===== config.mk =====
export PLATFORM = sky130hd
export DESIGN_NAME = vdg_pixel_shifter
export DESIGN_NICKNAME = d
export VERILOG_FILES = /design/src/rtl/vdg_pixel_shifter_pkg.sv /design/src/rtl/vdg_pattern_hold.sv /design/src/rtl/vdg_pixel_shifter.sv
export SDC_FILE = /design/constraint.sdc
export NUM_CORES = 1
export LEC_CHECK = 0
export BUFFER_PORTS_ARGS = -buffer_cell sky130_fd_sc_hd__buf_2
export CAP_MARGIN = 20
export CORE_ASPECT_RATIO = 2
export CORE_UTILIZATION = 59
export CTS_CLUSTER_DIAMETER = 60
export DETAILED_ROUTE_END_ITERATION = 16
export PLACE_DENSITY = 0.83
export SETUP_SLACK_MARGIN = 0.15
export SYNTH_ARGS = -nofsm -noshare
export SYNTH_HDL_FRONTEND = slang
export SYNTH_SLANG_ARGS = --single-unit

===== constraint.sdc =====
create_clock -name Clk -period 2.3 [get_ports Clk]
set_input_delay 0.23 -clock Clk [delete_from_list [all_inputs] [get_ports Clk]]
set_output_delay 0.23 -clock Clk [all_outputs]
set_load 0.05 [all_outputs]

===== src/rtl/vdg_pixel_shifter_pkg.sv =====
// vdg_pixel_shifter_pkg: shared widths and colour constants for the VDG pixel path.
package vdg_pixel_shifter_pkg;
   localparam int COLOUR_W     = 4;
   localparam int PIX_PER_CHAR = 8;
   localparam int BIT_W        = 3;
   localparam int REP_W        = 2;
   localparam logic [3:0] CLR_BLACK   = 4'd0;
   localparam logic [3:0] CLR_SG_BASE = 4'd1;
endpackage


===== src/rtl/vdg_pattern_hold.sv =====
// vdg_pattern_hold: single-entry valid/ready holding register for pattern, Fg and Bg.
module vdg_pattern_hold
   import vdg_pixel_shifter_pkg::*;
#(
   parameter int COLOUR_W = 4
) (
   input  logic                    Clk,
   input  logic                    nReset,
   input  logic [PIX_PER_CHAR-1:0] PatData,
   input  logic [COLOUR_W-1:0]     FgColour,
   input  logic [COLOUR_W-1:0]     BgColour,
   input  logic                    PatValid,
   output logic                    PatReady,
   input  logic                    take,
   output logic [PIX_PER_CHAR-1:0] hold_data,
   output logic [COLOUR_W-1:0]     hold_fg,
   output logic [COLOUR_W-1:0]     hold_bg,
   output logic                    hold_full
);
   // Ready is a pure register output; take only fires while full, so accept and take never collide.
   assign PatReady = !hold_full;
   always_ff @(posedge Clk) begin
      if (!nReset) begin
         hold_full <= 1'b0;
         hold_data <= '0;
         hold_fg   <= '0;
         hold_bg   <= '0;
      end else if (PatValid && !hold_full) begin
         hold_full <= 1'b1;
         hold_data <= PatData;
         hold_fg   <= FgColour;
         hold_bg   <= BgColour;
      end else if (take) begin
         hold_full <= 1'b0;
      end
   end
endmodule


===== src/rtl/vdg_pixel_shifter.sv =====
// vdg_pixel_shifter: double-buffered MSB-first pattern serialiser with border, repeat and underrun.
module vdg_pixel_shifter
   import vdg_pixel_shifter_pkg::*;
#(
   parameter int PIXEL_REPEAT = 1,
   parameter int COLOUR_W     = vdg_pixel_shifter_pkg::COLOUR_W
) (
   input  logic                    Clk,
   input  logic                    nReset,
   input  logic                    PixEn,
   input  logic [PIX_PER_CHAR-1:0] PatData,
   input  logic [COLOUR_W-1:0]     FgColour,
   input  logic [COLOUR_W-1:0]     BgColour,
   input  logic                    PatValid,
   output logic                    PatReady,
   input  logic                    Blank,
   input  logic [COLOUR_W-1:0]     BorderColour,
   input  logic                    UnderrunClr,
   output logic [COLOUR_W-1:0]     PixColour,
   output logic                    PixActive,
   output logic                    Underrun
);
   localparam logic [REP_W-1:0] REP_LAST = REP_W'(PIXEL_REPEAT - 1);
   localparam logic [BIT_W-1:0] BIT_LAST = BIT_W'(PIX_PER_CHAR - 1);

   logic [PIX_PER_CHAR-1:0] hold_data, sh_data;
   logic [COLOUR_W-1:0]     hold_fg, hold_bg, sh_fg, sh_bg;
   logic                    hold_full, sh_empty, boundary, load, under;
   logic [BIT_W-1:0]        bit_cnt;
   logic [REP_W-1:0]        rep_cnt;

   assign boundary = sh_empty || (bit_cnt == BIT_LAST && rep_cnt == REP_LAST);
   assign load     = PixEn && !Blank && boundary && hold_full;
   assign under    = PixEn && !Blank && boundary && !hold_full;

   vdg_pattern_hold #(.COLOUR_W(COLOUR_W)) u_hold (
      .Clk(Clk), .nReset(nReset), .PatData(PatData), .FgColour(FgColour),
      .BgColour(BgColour), .PatValid(PatValid), .PatReady(PatReady), .take(load),
      .hold_data(hold_data), .hold_fg(hold_fg), .hold_bg(hold_bg), .hold_full(hold_full)
   );

   always_ff @(posedge Clk) begin
      if (!nReset) begin
         PixColour <= COLOUR_W'(CLR_BLACK);
         PixActive <= 1'b0;
         Underrun  <= 1'b0;
         sh_empty  <= 1'b1;
         bit_cnt   <= '0;
         rep_cnt   <= '0;
         sh_data   <= '0;
         sh_fg     <= '0;
         sh_bg     <= '0;
      end else begin
         Underrun <= under || (Underrun && !UnderrunClr);
         if (PixEn) begin
            if (Blank || under) begin
               // Border output; any partial character is dropped, hold is left alone.
               PixColour <= BorderColour;
               PixActive <= 1'b0;
               sh_empty  <= 1'b1;
               bit_cnt   <= '0;
               rep_cnt   <= '0;
            end else if (load) begin
               PixColour <= hold_data[PIX_PER_CHAR-1] ? hold_fg : hold_bg;
               PixActive <= 1'b1;
               sh_empty  <= 1'b0;
               bit_cnt   <= '0;
               rep_cnt   <= '0;
               sh_data   <= hold_data;
               sh_fg     <= hold_fg;
               sh_bg     <= hold_bg;
            end else if (rep_cnt != REP_LAST) begin
               rep_cnt <= rep_cnt + 1'b1;
            end else begin
               rep_cnt   <= '0;
               bit_cnt   <= bit_cnt + 1'b1;
               sh_data   <= sh_data << 1;
               PixColour <= sh_data[PIX_PER_CHAR-2] ? sh_fg : sh_bg;
            end
         end
      end
   end
endmodule


==> flow_summary.yaml, run 1 <==
run_status:
  outcome: "finished clean"
worst_setup_path:
  r2r_cells: 6
  crit_end: "PixColour[0]$_SDFFE_PN0P_"
  arrival_ns: 2.20
  timing_worst_setup_path_type: "register to register"
  rrSetupSlack_ns: 0.33
  r2r_end: "PixColour[0]$_SDFFE_PN0P_"
  endpoint_kind: "register"
  cp_slowest_stage_delay_ns: 0.52
  cp_slowest_cell: "a211oi_4"
  critPathMaxFanout: 16
  startpoint: "bit_cnt[0]$_SDFFE_PN0P_"
  cpMostUsedCell: "ha_1"
  required_ns: 2.53
  r2r-start: "bit_cnt[0]$_SDFFE_PN0P_"
  path_cells: "ha_1 > ha_1 > a21o_4 > a211oi_4 > o2111ai_1 > nand3_1"
  cp-start-kind: "register"
yosys:
  synthDistinctLibCells: 33
  yosysSeqAreaShare: 0.446
  ys_ff_latch: 44
  ys_warn_count: 0
  syn_nets: 257
  synth_area_per_cell_um2: 8.71
  synthCells: 227
  synthesis.area_mm2: 0.00198
sta:
  period_needed_ns: 1.97
  relSlewSlack: 0.509
  slew_viol_final: 0
  tns_ns: 0
  fin_crit_sh: 0.856
  tightest_slew_ns: 0.737
  finalSetupViolations: 0
  final.setup_skew_ns: 0.00424
  hold_viol_final: 0
  timing.fmax_ghz: 0.508
  rsz0062_at_grt: "no"
run:
  cap_violations: 0
layout:
  final_cell_mix: "nand2_1 (65), dfxtp_1 (44), buf_2 (32)"
  areaGrowthSynthToFinish_pct: 11.6
  fin_cells: 285
  layout_commonest_cell: "nand2_1"
  nets: 283
  drive_gt1_frac: 0.189
  diodes: 0
power_and_ir_drop:
  swShare: 0.251
  p_int_mw: 1.11
  power_per_cell_area_mw_per_mm2: 669
  p_sw_mw: 0.370
  leakage_nw: 0.858
  pwr-share-seq: 0.555
  p_total_mw: 1.48
  p_comb_frac: 0.117
  clockPowerShare: 0.329
  ir_drop_mv: 0.624
clocking:
  hold_buffers: 0
  clock_path_buffers: 2
  cts_resized: 0
  cts_setup_buffers: 0
  htreeDepth: 2
  clock_latency_ns: 0.29
  clkSinkCount: 44
  clockRootBuffer: "clkbuf_8"
  cts_tree: "built"
  numCtsBuffers: 5
  clk_pin_slew_ns: 0.08
floorplanning:
  num_rows: 29
  dieHeight_um: 83.9
  ios: 33
  core_mm2: 0.00319
  dieArea_mm2: 0.00360
  die_w_um: 42.9
  start_util: 0.619
placement:
  dp_hpwl_mm: 2.65
  dp_cells: 277
  gp_congestion: 0.805
  port-buffer-count: 32
global_route:
  grt_overflow: 0
  antenna_found_initial: 0
  grt_pass1_vias: 1521
  track_usage: 0.237
  grt_max_degree: 53
  grt_pass1_wl_mm: 6.56
route:
  viasPerCell: 5.73
  ant_nets: 0
  first_iter_violations: 23
  vias: 1633
  routedWlPerCell_um: 13.1
  routed_wl_mm: 3.74
  firstDrtPassIters: 4
  drc_errors: 0
min_path:
  hold_class: "input port to register"
worst max-delay path, delay by kind of cell, from the launching register on:
kind / cells / cell delay, ns
AO/OA/AOI/OAI: 3 / 1.03
adder cells (fa/ha/maj): 2 / 0.42
flip-flops: 1 / 0.32
AND/OR/NAND/NOR: 1 / 0.14
area by class of cell:
type / count / area [um2]
clock buffers: 8 / 90.1
fillers: 292 / 987
inverters: 3 / 11.3
multi-input cells: 165 / 1010
flip-flops and latches: 44 / 881
well taps: 31 / 38.8
repair buffers: 34 / 175
Yosys cell counts, drive strengths merged:
cell / n / area (um2)
a31oi: 6 / 37.5
nor3b: 1 / 12.5
inv: 3 / 11.3
nand2: 65 / 244
nand3b: 1 / 7.51
a21o: 2 / 22.5
nor4b: 1 / 8.76
o21ai: 10 / 50.1
a2bb2oi: 2 / 17.5
nand3: 11 / 55.1
clkbuf: 7 / 26.3
a21boi: 26 / 195
o21a: 2 / 15.0
o2111ai: 4 / 35.0
a32oi: 2 / 17.5
o31ai: 1 / 21.3
nand4: 4 / 25.0
a21oi: 1 / 5.00
and3b: 1 / 8.76
nand4b: 1 / 8.76
nor2: 2 / 7.51
buf: 8 / 48.8
a211oi: 1 / 20.0
ha: 4 / 50.1
mux2i: 5 / 50.1
and2: 1 / 6.26
nor2b: 7 / 43.8
mux2: 4 / 45.0
dfxtp: 44 / 881
per-stage QoR:
| step | setup slack [ns] | hold slack [ns] | cell area (um2) | utilization |
|---|---|---|---|---|
| final | 0.331 | 0.180 | 2210 | 0.691 |
| after CTS | 0.364 | 0.177 | 2210 | 0.691 |
| after floorplan | 0.717 | 0.365 | 1980 | - |
| after detailed placement | 0.390 | 0.445 | 2120 | 0.663 |
| after global placement | 0.436 | 0.437 | 2120 | 0.663 |
| after global routing | 0.159 | 0.176 | 2210 | 0.691 |
worst min-delay path by stage:
stage                                     start                        endpoint  slack [ns]  depth (start not counted)
after floorplan                     BgColour[1]  u_hold.hold_bg[1]$_SDFFE_PN0P_        0.36                          2
after global placement    sh_fg[1]$_SDFFE_PN0P_           sh_fg[1]$_SDFFE_PN0P_        0.44                          2
after detailed placement  sh_bg[2]$_SDFFE_PN0P_           sh_bg[2]$_SDFFE_PN0P_        0.45                          2
after CTS                           BgColour[2]  u_hold.hold_bg[2]$_SDFFE_PN0P_        0.18                          3
after global routing                BgColour[1]  u_hold.hold_bg[1]$_SDFFE_PN0P_        0.18                          3
final                               BgColour[2]  u_hold.hold_bg[2]$_SDFFE_PN0P_        0.18                          3
layer usage:
| metal | part of all wire | GRT usage | vias up |
|---|---|---|---|
| met2 | 0.52 | 0.388 | 37 |
| met3 | 0.033 | 0.0563 | 9 |
| met1 | 0.42 | 0.278 | 749 |
| li1 | - | - | 838 |
| met4 | 0.026 | 0.121 | 0 |
| met5 | 0 | 0 | - |
sequential cells by signal, summed over array words and instances (netlist names):
register	flops
u_hold.hold_data	8
sh_data	7
PixColour	4
sh_bg	4
sh_fg	4
u_hold.hold_bg	4
u_hold.hold_fg	4
bit_cnt	3
rep_cnt	2
PixActive	1
Underrun	1
sh_empty	1
u_hold.hold_full	1
kinds of logic after synthesis:
| logic type | count (synthesis) | synth area share |
|---|---|---|
| simple gates | 95 | 0.216 |
| buf+inv | 18 | 0.0437 |
| mux | 9 | 0.0481 |
| flops | 44 | 0.446 |
| fa+ha+maj | 4 | 0.0253 |
| compound gates | 57 | 0.221 |
power groups by stage:
stage | sequential [mW] | clock, mW | combinational [mW]
after floorplan | 0.849 | 0 | 0.110
after global placement | 0.835 | 0 | 0.169
after detailed placement | 0.836 | 0 | 0.172
after CTS | 0.819 | 0.492 | 0.173
after global routing | 0.824 | 0.529 | 0.190
final | 0.819 | 0.485 | 0.172
Power figures use the tool's default switching activity.
==> inputs of run 2 (changes only) <==
Settings changed: PLACE_DENSITY 0.83 to unset, PLACE_DENSITY_LB_ADDON set to 0.08.
==> flow_summary.yaml, run 2 (same netlist as run 1, synthesis figures left out) <==
run_status:
  outcome: "finished clean"
power_and_ir_drop:
  ir_drop_mv: 0.653
  leakage_nw: 0.858
  power_per_cell_area_mw_per_mm2: 668
  p_total_mw: 1.47
floorplanning:
  start_util: 0.619
  core_mm2: 0.00319
  ios: 33
  dieArea_mm2: 0.00360
  dieHeight_um: 83.9
  num_rows: 29
  die_w_um: 42.9
route:
  routedWlPerCell_um: 13.2
  firstDrtPassIters: 4
  ant_nets: 0
  first_iter_violations: 25
  routed_wl_mm: 3.76
  vias: 1610
  viasPerCell: 5.65
  drc_errors: 0
global_route:
  grt_max_degree: 53
  grt_pass1_wl_mm: 6.29
  track_usage: 0.224
  grt_overflow: 0
  antenna_found_initial: 0
  grt_pass1_vias: 1513
sta:
  rsz0062_at_grt: "no"
  period_needed_ns: 1.94
  fin_crit_sh: 0.844
  tns_ns: 0
  tightest_slew_ns: 0.759
  final.setup_skew_ns: 0.00340
  relSlewSlack: 0.494
  timing.fmax_ghz: 0.515
  finalSetupViolations: 0
  slew_viol_final: 0
  hold_viol_final: 0
layout:
  areaGrowthSynthToFinish_pct: 11.6
  top_register: "u_hold.hold_data"
  final_cell_mix: "nand2_1 (65), dfxtp_1 (44), buf_2 (32)"
  largest_reg_flops: 8
  top_regs: "u_hold.hold_data x8, sh_data x7"
  diodes: 0
  nets: 283
  layout_commonest_cell: "nand2_1"
  drive_gt1_frac: 0.189
  final_util: 0.691
clocking:
  hold_buffers: 0
  cts_resized: 0
  clockRootBuffer: "clkbuf_8"
  clock_path_buffers: 2
  cts_tree: "built"
  clk_pin_slew_ns: 0.08
  clkSinkCount: 44
  numCtsBuffers: 5
  clock_latency_ns: 0.29
  cts_setup_buffers: 0
  htreeDepth: 2
worst_setup_path:
  cp-start-kind: "register"
  timing_worst_setup_path_type: "register to register"
  arrival_ns: 2.17
  critPathMaxFanout: 16
  endpoint_kind: "register"
  required_ns: 2.53
run:
  cap_violations: 0
placement:
  gp_congestion: 0.765
  port-buffer-count: 32
  dp_hpwl_mm: 2.67
min_path:
  hold_class: "input port to register"
## run 2: cell counts in the layout (fill, tap and decap cells not counted)
Identical to the previous run, type by type.
## run 2: worst paths after layout
kind	startpoint	to	slack, ns	cells past startpoint
setup reg to reg	bit_cnt[0]$_SDFFE_PN0P_	PixColour[1]$_SDFFE_PN0P_	0.36	6
hold / removal	BgColour[1]	u_hold.hold_bg[1]$_SDFFE_PN0P_	0.18	3
hold reg to reg	sh_fg[3]$_SDFFE_PN0P_	sh_fg[3]$_SDFFE_PN0P_	0.45	2
setup / recovery	bit_cnt[0]$_SDFFE_PN0P_	PixColour[1]$_SDFFE_PN0P_	0.36	6
## run 2: where the power goes
part	switching, mW	internal, mW
clock network	0.238	0.245
registers	0.0242	0.795
logic	0.106	0.0658
## run 2: per-layer routing
metal  vias to the layer above  track usage  wire length [um]
met5                         -            0                 0
met4                         0       0.0909                71
li1                        831            -                 -
met1                       745        0.248              1600
met2                        27        0.399              1980
met3                         7       0.0455                98
## run 2: stage by stage
step	setup slack (ns)	std cells	cell area (um2)	hold slack, ns
global placement	0.425	277	2120	0.439
global route	0.226	285	2210	0.173
CTS	0.362	285	2210	0.173
floorplan	0.717	227	1980	0.365
detailed placement	0.383	277	2120	0.446
finish	0.360	285	2210	0.180
## run 2: cell type report
| class | count | area, um2 |
|---|---|---|
| Fill cell | 291 | 987 |
| Sequential cell | 44 | 881 |
| Clock buffer | 8 | 90.1 |
| Inverter | 3 | 11.3 |
| Tap cell | 31 | 38.8 |
| Multi-Input combinational cell | 165 | 1010 |
| Timing Repair Buffer | 34 | 175 |
## run 2: critical path: stages (launching register included)
cell	delay, ns
dfxtp_1	0.33
ha_1	0.20
ha_1	0.20
a21o_4	0.24
a211oi_4	0.53
o2111ai_1	0.25
nand3_1	0.12
==> inputs of run 3 (changes only) <==
Settings changed: ABC_AREA set to 1, CORE_UTILIZATION 59 to 50.
Clock period 2.3 ns to 1.7 ns, I/O delays scaled along.
==> flow_summary.yaml, run 3 <==
run_status:
  outcome: "finished clean"
floorplanning:
  core_mm2: 0.00392
  num_rows: 32
  dieHeight_um: 93.0
  ios: 33
  start_util: 0.528
  dieArea_mm2: 0.00442
  die_w_um: 47.5
power_and_ir_drop:
  ir_drop_mv: 0.684
  power_per_cell_area_mw_per_mm2: 890
  leakage_nw: 1.22
  p_total_mw: 2.32
yosys:
  ys_ff_latch: 44
  yosysSeqAreaShare: 0.425
  async_flop_share: 0
  synth_area_per_cell_um2: 6.95
  synth.most_common_cell: "nand2_1"
  synth_ff_type: "dfxtp_1"
  synth_edf_count: 0
  synth_top_area_frac: 0.425
  synth.area.top_cells: "dfxtp_1 (43%), nand2_1 (15%), o21ai_0 (7.0%), inv_1 (6.3%), nor2_1 (5.3%)"
  syn_nets: 328
  synthDistinctLibCells: 21
  ys_warn_count: 0
  synthesis.area_mm2: 0.00207
  synth_top_area_cell: "dfxtp_1"
  synthCells: 298
  synth.cells.most_frequent: "nand2_1 (80), dfxtp_1 (44), inv_1 (35)"
route:
  ant_nets: 0
  routedWlPerCell_um: 11.7
  firstDrtPassIters: 4
  routed_wl_mm: 4.57
  vias: 1932
  viasPerCell: 4.94
  first_iter_violations: 39
  drc_errors: 0
clocking:
  clock_latency_ns: 0.30
  clockRootBuffer: "clkbuf_8"
  clock_path_buffers: 2
  numCtsBuffers: 5
  clkSinkCount: 44
  cts_tree: "built"
  htreeDepth: 2
  clk_pin_slew_ns: 0.08
global_route:
  grt_pass1_wl_mm: 7.51
  track_usage: 0.238
  antenna_found_initial: 0
  grt_overflow: 0
  grt_pass1_vias: 1825
  grt_max_degree: 26
worst_setup_path:
  timing_worst_setup_path_type: "register to register"
  cp_num_buf_inv: 2
  cp_top_family: "simple AND/OR/NAND/NOR gates"
  path_cells: "ha_4 > ha_4 > nand2_4 > nand2_4 > nand3_4 > nand2_2 > nand2_2 > nor2_4 > buf_6 > buf_12 > nand2_1 > nand2_1 > nor2_2"
  cp_slowest_cell: "dfxtp_2"
  cp-start-kind: "register"
  cp_slowest_stage_delay_ns: 0.36
  critPathMaxFanout: 7
  required_ns: 1.90
  arrival_ns: 1.76
  endpoint_kind: "register"
layout:
  fillerInstances: 390
  diodes: 0
  largest_reg_flops: 8
  top_register: "u_hold.hold_data"
  top_regs: "u_hold.hold_data x8, sh_data x7"
  nets: 369
  areaGrowthSynthToFinish_pct: 26.0
  final_cell_mix: "nand2_1 (71), dfxtp_1 (42), inv_1 (32), buf_2 (32), nor2_1 (29)"
  layout_commonest_cell: "nand2_1"
  drive_gt1_frac: 0.285
sta:
  finalSetupViolations: 0
  tightest_slew_ns: 0.400
  fin_crit_sh: 0.921
  final.setup.worst_slack_ns: 0.135
  timing.fmax_ghz: 0.639
  slew_viol_final: 0
  period_needed_ns: 1.56
  rsz0062_at_grt: "yes"
  final.setup_skew_ns: 0.00665
  relSlewSlack: 0.734
  hold_viol_final: 0
  tns_ns: 0
run:
  cap_violations: 0
placement:
  dp_hpwl_mm: 3.17
  dpl_worst_slack_ns: 0.0604
  gp_congestion: 0.796
  port-buffer-count: 32
min_path:
  hold_class: "input port to register"
[run 3: changes by cell type in the layout (fill, tap and decap cells not counted), sizes merged, moves of 5 or more]
cell    change
nor2       +43
inv        +35
a21boi     -26
o21ai      +21
nand2      +19
a21oi      +15
buf        +13
nand4       +8
nor2b       -7
a31oi       -6
mux2i       -5
[run 3: worst paths after layout]
check,start,endpoint,slack (ns),cells after the start
setup / recovery,bit_cnt[1]$_SDFFE_PN0P_,sh_data[1]$_SDFFE_PN0P_,0.14,13
setup reg to reg,bit_cnt[1]$_SDFFE_PN0P_,sh_data[1]$_SDFFE_PN0P_,0.14,13
hold / removal,PatValid,u_hold.hold_full$_SDFFE_PN0P_,0.1,3
hold reg to reg,sh_bg[0]$_SDFFE_PN0P_,sh_bg[0]$_SDFFE_PN0P_,0.46,2
[run 3: layer usage]
| layer | vias up | part of all wire | track usage |
|---|---|---|---|
| li1 | 1021 | - | - |
| met1 | 839 | 0.38 | 0.228 |
| met2 | 57 | 0.54 | 0.420 |
| met3 | 15 | 0.045 | 0.0579 |
| met4 | 0 | 0.035 | 0.133 |
| met5 | - | 0 | 0 |
[run 3: worst reg2reg max path, stage by stage, from the launching register on]
cell	delay, ns
dfxtp_2	0.36
ha_4	0.14
ha_4	0.12
nand2_4	0.05
nand2_4	0.10
nand3_4	0.09
nand2_2	0.08
nand2_2	0.06
nor2_4	0.10
buf_6	0.11
buf_12	0.11
nand2_1	0.05
nand2_1	0.07
nor2_2	0.03
[run 3: what timing repair did]
item / 4_1_cts / 5_1_grt
pin swaps: 7 / 0
setup buffers: 7 / 1
cloned: 1 / 0
gates resized for setup: 12 / 8
hold buffers: 0 / 0
endpoints found under the setup margin: 14 / 19
[run 3: stage by stage]
stage	hold WS (ns)	cells	utilization	cell area [um2]
after global placement	0.402	374	0.599	2350
after floorplan	0.289	298	-	2120
after detailed placement	0.404	374	0.599	2350
after CTS	0.0909	390	0.660	2590
final	0.0992	391	0.665	2610
after global routing	0.118	391	0.665	2610
[run 3: layout make-up]
| class | instances | area (um2) | area share |
|---|---|---|---|
| multi-input combinational | 203 | 1080 | 0.412 |
| sequential | 44 | 883 | 0.339 |
| timing repair buffer | 47 | 329 | 0.126 |
| inverter | 38 | 145 | 0.0556 |
| clock buffer | 5 | 68.8 | 0.0264 |
| tap | 51 | 63.8 | 0.0245 |
| clock inverter | 3 | 42.5 | 0.0163 |
[run 3: power by group]
part / leakage (nW) / internal [mW] / switching (mW)
Clock: 0.0541 / 0.435 / 0.364
Sequential: 0.363 / 1.09 / 0.0427
Combinational: 0.805 / 0.150 / 0.236
[run 3: logic make-up (layout without fill, tap and decap cells)]
group                    Yosys count  in the layout  synth area share
AO/OA/AOI/OAI                     48             48             0.117
buffers and inverters             51             93            0.0997
adder cells (fa/ha/maj)            4              4            0.0242
AND/OR/NAND/NOR                  151            151             0.334
flip-flops                        44             44             0.425
